`config.mk`:
```
export PLATFORM = sky130hd
export DESIGN_NAME = pipe_stage_buffer
export DESIGN_NICKNAME = d
export VERILOG_FILES = /design/src/rtl/pipe_pkg.sv /design/src/rtl/pipe_data_reg.sv /design/src/rtl/pipe_stage_buffer.sv
export SDC_FILE = /design/constraint.sdc
export NUM_CORES = 1
export LEC_CHECK = 0
export CORE_MARGIN = 8
export CORE_UTILIZATION = 45
export DETAILED_ROUTE_END_ITERATION = 6
export GPL_TIMING_DRIVEN = 0
export HOLD_SLACK_MARGIN = 0.02
export PLACE_DENSITY = 0.89
export SYNTH_ARGS = -nofsm -noshare
export SYNTH_HDL_FRONTEND = slang
export SYNTH_HIERARCHICAL = 1
export SYNTH_SLANG_ARGS = --single-unit
```
`constraint.sdc`:
```
create_clock -name clock -period 1.5 [get_ports clock]
set_input_delay 0.3 -clock clock [delete_from_list [all_inputs] [get_ports clock]]
set_output_delay 0.3 -clock clock [all_outputs]
set_load 0.03 [all_outputs]
```
`src/rtl/pipe_pkg.sv`:
```
// Shared types and constants for the pipeline stage buffer.
package pipe_pkg;

    // Occupancy of the two-entry stage: nothing, main only, main plus skid.
    typedef enum logic [1:0] {
        EMPTY = 2'd0,
        BUSY  = 2'd1,
        FULL  = 2'd2
    } state_t;

    localparam int DEFAULT_WIDTH = 32;

endpackage : pipe_pkg

```
`src/rtl/pipe_data_reg.sv`:
```
// Parametrised payload register: async active-low reset, synchronous clear
// to RESET_VALUE (clear wins over load), and a load enable.
module pipe_data_reg
    import pipe_pkg::*;
#(
    parameter int                 WIDTH       = DEFAULT_WIDTH,
    parameter logic [WIDTH-1:0]   RESET_VALUE = '0
) (
    input  logic             clock,
    input  logic             resetN,
    input  logic             clear,
    input  logic             load,
    input  logic [WIDTH-1:0] d,
    output logic [WIDTH-1:0] q
);

    logic [WIDTH-1:0] data_q;
    logic [WIDTH-1:0] data_d;

    // Next-value select: clear, then load, else hold.
    always_comb begin
        // NOTE: default assigned first so every path drives data_d; no latch.
        data_d = data_q;
        if (clear) begin
            data_d = RESET_VALUE;
        end else if (load) begin
            data_d = d;
        end
    end

    // Storage flop; reset so no stale payload survives a reset.
    always_ff @(posedge clock or negedge resetN) begin
        // NOTE: non-blocking assignment for state so all flops update together.
        if (!resetN) begin
            data_q <= RESET_VALUE;
        end else begin
            data_q <= data_d;
        end
    end

    assign q = data_q;

endmodule : pipe_data_reg

```
`src/rtl/pipe_stage_buffer.sv`:
```
// Two-entry skid-buffered pipeline stage with registered inReady and
// one-cycle latency. Optional stall counter enabled by the macro
// PIPE_STAGE_BUFFER_STATS_EN; without it stallCount is tied to zero.
module pipe_stage_buffer
    import pipe_pkg::*;
#(
    parameter int               WIDTH       = DEFAULT_WIDTH,
    parameter logic [WIDTH-1:0] RESET_VALUE = '0,
    parameter int               CNT_WIDTH   = 16
) (
    input  logic                 clock,
    input  logic                 resetN,
    input  logic                 flush,
    input  logic                 inValid,
    output logic                 inReady,
    input  logic [WIDTH-1:0]     inData,
    output logic                 outValid,
    input  logic                 outReady,
    output logic [WIDTH-1:0]     outData,
    output logic [CNT_WIDTH-1:0] stallCount
);

    state_t           state_q;
    state_t           state_d;
    logic             in_ready_q;
    logic             in_ready_d;
    logic             main_load;
    logic             skid_load;
    logic [WIDTH-1:0] main_din;
    logic [WIDTH-1:0] main_q;
    logic [WIDTH-1:0] skid_q;
    logic             xfer_in;
    logic             xfer_out;
    logic             out_valid;

    assign out_valid = (state_q != EMPTY);
    assign xfer_in   = inValid && in_ready_q;
    assign xfer_out  = out_valid && outReady;

    // Next-state and register-load decisions; flush overrides everything.
    always_comb begin
        state_d   = state_q;
        main_load = 1'b0;
        skid_load = 1'b0;
        main_din  = inData;
        if (!flush) begin
            case (state_q)
                EMPTY: begin
                    if (xfer_in) begin
                        main_load = 1'b1;
                        state_d   = BUSY;
                    end
                end
                BUSY: begin
                    if (xfer_in && xfer_out) begin
                        main_load = 1'b1;
                    end else if (xfer_out) begin
                        state_d = EMPTY;
                    end else if (xfer_in) begin
                        skid_load = 1'b1;
                        state_d   = FULL;
                    end
                end
                FULL: begin
                    if (xfer_out) begin
                        main_din  = skid_q;
                        main_load = 1'b1;
                        state_d   = BUSY;
                    end
                end
                default: state_d = EMPTY;
            endcase
        end else begin
            state_d = EMPTY;
        end
        in_ready_d = (state_d != FULL);
    end

    // State and registered ready; ready stays low throughout reset.
    always_ff @(posedge clock or negedge resetN) begin
        if (!resetN) begin
            state_q    <= EMPTY;
            in_ready_q <= 1'b0;
        end else begin
            state_q    <= state_d;
            in_ready_q <= in_ready_d;
        end
    end

    pipe_data_reg #(.WIDTH(WIDTH), .RESET_VALUE(RESET_VALUE)) u_main (
        .clock  (clock),
        .resetN (resetN),
        .clear  (flush),
        .load   (main_load),
        .d      (main_din),
        .q      (main_q)
    );

    pipe_data_reg #(.WIDTH(WIDTH), .RESET_VALUE(RESET_VALUE)) u_skid (
        .clock  (clock),
        .resetN (resetN),
        .clear  (flush),
        .load   (skid_load),
        .d      (inData),
        .q      (skid_q)
    );

    assign inReady  = in_ready_q;
    assign outValid = out_valid;
    assign outData  = main_q;

`ifdef PIPE_STAGE_BUFFER_STATS_EN
    logic [CNT_WIDTH-1:0] stall_cnt_q;
    logic [CNT_WIDTH-1:0] stall_cnt_d;

    // Saturating count of cycles where a valid payload is held back.
    always_comb begin
        stall_cnt_d = stall_cnt_q;
        if (out_valid && !outReady && (stall_cnt_q != '1)) begin
            stall_cnt_d = stall_cnt_q + CNT_WIDTH'(1);
        end
    end

    // Counter flop; only reset clears it, flush leaves it alone.
    always_ff @(posedge clock or negedge resetN) begin
        if (!resetN) begin
            stall_cnt_q <= '0;
        end else begin
            stall_cnt_q <= stall_cnt_d;
        end
    end

    assign stallCount = stall_cnt_q;
`else
    assign stallCount = '0;
`endif

endmodule : pipe_stage_buffer

```
# Yosys cells after proc, flatten, opt, wreduce, memory -nomap -nowiden
# Cells that the tools add are included.
[word_totals] ff_bits=67 in_bits=37 out_inout_bits=50 word_cells=36
[classes] n_eq_ne=3 mux=22 n_reduce_logical=7
[ops] cell="32-bit 2-to-1 mux" count=6
[ops] cell="2-bit 2-to-1 mux" count=6
[ops] cell="1-bit 2-to-1 mux" count=8
[ops] cell="2-bit one-hot mux with 3 select lines" count=1
[ops] cell="2-bit nonzero test" count=3
[ops] cell="1-bit logical AND" count=3
[ops] cell="1-bit one-hot mux with 3 select lines" count=1
[ops] cell="2-bit by 1-bit equality test with 1-bit output (second input constant)" count=1
[ops] cell="2-bit equality test (second input constant)" count=1
[ops] cell="2-bit zero test" count=1
[ops] cell="2-bit != test (second input constant)" count=1

# Depth between registers and ports, before layout
[depth] depth_word=8 depth_mapped=7 ltp_nobuf=5

# By module
# Netlist, hierarchy kept.
[modules_own_cells] mod="pipe_data_reg" instances=2 cells_each=103 area_per_inst_um2=1323.8 seq_area_each_um2=800.8
[modules_own_cells] mod="pipe_stage_buffer" instances=1 cells_each=71 area_per_inst_um2=853.3 seq_area_each_um2=75.1

# Least setup slack after synthesis
# No wires, ideal clock.
[synth_path] path_type="register -> register" startpoint="reg in_ready_q, in the netlist inReady" endpoint="reg u_skid.data_q[0], in the netlist u_skid/q[0]" setup_ns=0.132 t_arrival_ns=1.489 required_ns=1.368 path_slack_ns=-0.121 stages_incl_launch_ff=8 n_path_buf=2 synth_period_minus_slack_ns=1.621 cell_sequence="dfrtp_1 -> and3b_1 -> nand2_1 -> nor3_1 -> buf_6 -> buf_12 -> mux2i_1 -> nor2_1"
[synth_between] elab_chain_cells=7 word_cells_on_any_way=8 cone_classes="mux (5); reduce/logical (3)"
[synth_lines] element="start, declared" line="pipe_stage_buffer.sv:25" source="logic in_ready_q;"
[synth_lines] element="start signal, assigned" line="pipe_stage_buffer.sv:86" source="in_ready_q <= in_ready_d;"
[synth_lines] element="1-bit logical AND (*)" line="pipe_stage_buffer.sv:37" source="assign xfer_in = inValid && in_ready_q;"
[synth_lines] element="1-bit 2-to-1 mux" line="pipe_stage_buffer.sv:59" source="end else if (xfer_in) begin"
[synth_lines] element="1-bit 2-to-1 mux" line="pipe_stage_buffer.sv:57" source="end else if (xfer_out) begin"
[synth_lines] element="1-bit 2-to-1 mux (*)" line="pipe_stage_buffer.sv:55" source="if (xfer_in && xfer_out) begin"
[synth_lines] element="1-bit 2-to-1 mux (*)" line="pipe_stage_buffer.sv:47" source="case (state_q)"
[synth_lines] element="1-bit 2-to-1 mux (*)" line="pipe_stage_buffer.sv:46" source="if (!flush) begin"
[synth_lines] element="net skid_load" line="pipe_stage_buffer.sv:28" source="logic skid_load;"
[synth_lines] element="2-bit nonzero test (no line) (*)"
[synth_lines] element="end signal, assigned" line="pipe_data_reg.sv:37" source="data_q <= data_d;"
[synth_lines] element="end, declared" line="pipe_data_reg.sv:17" source="logic [WIDTH-1:0] data_q;"
# The timed path passes the listed nets; every way through them passes the cells marked *.
# A chain may end at the register's enable or synchronous reset.

# Worst setup path after layout
[layout_path] startpoint="reg state_q[1]" endpoint="reg u_skid.data_q[8], in the netlist u_skid/q[8]"
[layout_between] elab_chain_cells=7 word_cells_on_any_way=9 cone_classes="eq/ne (1); mux (4); reduce/logical (4)"
[layout_lines] element="start, declared" line="pipe_stage_buffer.sv:23" source="state_t state_q;"
[layout_lines] element="start signal, assigned" line="pipe_stage_buffer.sv:85" source="state_q <= state_d;"
[layout_lines] element="2-bit nonzero test" line="pipe_stage_buffer.sv:36" source="assign out_valid = (state_q != EMPTY);"
[layout_lines] element="1-bit logical AND" line="pipe_stage_buffer.sv:38" source="assign xfer_out = out_valid && outReady;"
[layout_lines] element="1-bit 2-to-1 mux or 1-bit logical AND (tied branches)" line="pipe_stage_buffer.sv:57, pipe_stage_buffer.sv:55"
[layout_lines] element="1-bit 2-to-1 mux" line="pipe_stage_buffer.sv:55"
[layout_lines] element="1-bit 2-to-1 mux (*)" line="pipe_stage_buffer.sv:47"
[layout_lines] element="1-bit 2-to-1 mux (*)" line="pipe_stage_buffer.sv:46"
[layout_lines] element="net skid_load" line="pipe_stage_buffer.sv:28"
[layout_lines] element="2-bit nonzero test (no line) (*)"
# Marks and branches as above.

==> impl_metrics.json <==
{
  "status": "finished with violations",
  "violations": "setup timing",
  "cts_num_sinks": 67,
  "dieArea_sq_mm": 0.01086,
  "ant_nets": 0,
  "root_buffer": "clkbuf_8",
  "cts_tree": "built",
  "fp.dieW_um": 104.2,
  "cp-end-kind": "register",
  "cp.required_ns": 1.70,
  "grt.total_usage_pct": 14.62,
  "maxCapViolCount": 0,
  "grt_pass1_wl_um": 13040,
  "arrival_ns": 1.90,
  "p_leak_nw": 2.371,
  "rows": 32,
  "syn_inst": 277,
  "routed_wl_um": 7866,
  "crit_type": "reg -> reg",
  "dp_slack_ns": -0.8456,
  "cts_buffers": 9,
  "htreeDepth": 3,
  "period_share_pct": 113.7,
  "power_mw": 4.122,
  "min_path_type": "in -> async",
  "yosysWarningCount": 6,
  "drtPass1Iterations": 4,
  "via_per_inst": 4.737,
  "cp-start-kind": "register",
  "nNetsFinal": 431,
  "hold_buffers": 0,
  "cts_buffer_depth": 2,
  "io_buffers": 70,
  "fmax_mhz": 586.2,
  "drv_slew": 0,
  "final_cell_mix": "nor2_1, dfrtp_1, mux2i_1",
  "drc": 0,
  "yosysSeqAreaShare_pct": 47.89,
  "yosysUniqueCellTypes": 22,
  "num_vias": 2364,
  "grt_pass1_vias": 2577,
  "syn_area_sq_mm": 0.003501,
  "synthToLayoutAreaGrowth_pct": 39.85,
  "combinationalPowerShare_pct": 19.5,
  "setup_viol": 65,
  "tightestPinTransition_ns": 0.8380,
  "die_h_um": 104.2,
  "drive_above_1_share_pct": 28.21,
  "dp_hpwl_um": 5114,
  "grt_overflow": 0,
  "p_seq_share_pct": 46.2,
  "max-slew-margin-rel_pct": 44.13,
  "rsz0062_at_grt": "true",
  "detail_route.wl_per_cell_um": 15.76,
  "fin_crit_ns": 1.706,
  "p_switching_mw": 1.074,
  "grt_max_degree": 68,
  "fin_cells": 499,
  "antenna_found_initial": 0,
  "antenna_cells": 0,
  "ios": 87,
  "finalClockSkew_ns": 0.008284,
  "finalSetupTns_ns": -8.937,
  "ir_drop_uv": 571.7,
  "p_clk_share_pct": 34.4,
  "regArea_sq_mm": 0.001679,
  "p_sw_share_pct": 26.05,
  "clkTransAtPathRegs_ns": 0.07,
  "ys_ff_latch": 67,
  "core_sq_mm": 0.007647,
  "multi_input_area_sq_mm": 0.001588,
  "clk_latency_ns": 0.33,
  "drt_iter0_markers": 41,
  "power_density_mw_per_mm2": 841.8,
  "hold_viol_final": 0,
  "cp_max_fo": 5,
  "postSynthAreaPerCell_sq_um": 12.64,
  "p_int_mw": 3.048,
  "start_util_pct": 45.78,
  "place_inst": 464,
  "nFillCells": 624,
  "fin_ws_ns": -0.2060,
  "gp_congestion": 0.6846
}
[through the flow]
step           utilization, %  hold WS [ns]  area [sq um]
6_report                64.02       0.06497          4896
5_1_grt                 64.02        0.1410          4896
4_1_cts                 62.76       0.09698          4800
3_5_place_dp            57.40        0.4624          4389
3_3_place_gp            57.43        0.4958          4392
2_1_floorplan               -      0.004409          3563
[power groups by stage]
| stage | registers (mW) | logic [mW] | clock network [mW] |
|---|---|---|---|
| 6_report | 1.90 | 0.803 | 1.42 |
| 2_1_floorplan | 2.02 | 0.374 | 0 |
| 3_5_place_dp | 1.94 | 0.769 | 0 |
| 3_3_place_gp | 1.94 | 0.756 | 0 |
| 5_1_grt | 1.91 | 0.857 | 1.56 |
| 4_1_cts | 1.90 | 0.783 | 1.45 |
[area by class of cell]
class                   count  share of cell area (%)
clock buffers              11                   2.888
clock inverters             3                  0.8178
multi-input cells         192                   32.43
repair buffers             91                   19.91
plain buffers              33                   7.053
flip-flops and latches     67                   34.30
well taps                 102                   2.607
[critical path: stages (launching register included)]
cell and delay [ns]:
dfrtp_2 0.42, and3b_2 0.25, nand2_2 0.06, nor3_2 0.12, buf_6 0.15, buf_12 0.11
buf_12 0.09, buf_12 0.11, mux2i_1 0.19, nor2_1 0.07
[synth_stat cells]
library cell  instances  area share, %
a211o_1               1           0.25
a211oi_1              1           0.21
a21o_1                1           0.21
a21oi_1               1           0.14
and3b_1               1           0.25
buf_12                9            5.1
buf_4                16            3.4
buf_6                 2           0.64
clkbuf_1              6           0.64
conb_1                1           0.11
dfrtp_1              67             48
mux2_2                3           0.96
mux2_4               29             12
mux2i_1              64             18
nand2_1               3           0.32
nand2b_1              2           0.36
nand3b_4              1           0.57
nor2_1               65            7.0
nor2_8                1           0.57
nor3_1                1           0.14
or2_2                 1           0.18
xor2_1                1           0.25
[timing repair]
action                                  in CTS  in global routing
setup buffers                               12                  4
endpoints found under the setup margin      99                 65
gates resized for setup                     53                 15
cloned                                       4                  2
endpoints found under the hold margin        0                  0
pin swaps                                    1                  2
[path summary, 6_finish.rpt]
kind / startpoint / to / slack, ns / depth (start not counted)
max in group asynchronous: resetN / state_q[1]$_DFF_PN0_ / 0.85 / 1
worst max-delay path: state_q[1]$_DFF_PN0_ / u_skid/q[8]$_DFFE_PN0P_ / -0.21 / 9
worst max register to register: state_q[1]$_DFF_PN0_ / u_skid/q[8]$_DFFE_PN0P_ / -0.21 / 9
worst min register to register: u_main/q[17]$_DFFE_PN0P_ / u_main/q[17]$_DFFE_PN0P_ / 0.51 / 2
min in group clock: outReady / state_q[1]$_DFF_PN0_ / 0.42 / 2
worst min-delay path: resetN / u_main/q[26]$_DFFE_PN0P_ / 0.06 / 1
[cells by family after synthesis]
family	Yosys count	share of synthesized area, %
muxes	96	31.70
and+or+nand+nor	75	9.364
DFF	67	47.89
buffers and inverters	33	9.864
AOI/OAI and AO/OA	4	0.8221
xor gates and xnor gates	1	0.2502
other	1	0.1071
[flip-flops by register name, summed over array words and instances (netlist names)]
register,cells
u_main/q,32
state_q,2
inReady,1
u_skid/q,32
[routing by layer]
layer  vias up  share of wire [%]  routed length, um  GRT usage, %
met5         -                  0                  0             0
met4         0                1.1                 89         5.274
met3        10                5.1                403         4.213
met2        60                 51               4004         25.07
met1      1163                 43               3369         16.93
li1       1131                  -                  -             -
No activity file was read; power rests on OpenSTA's default activity.
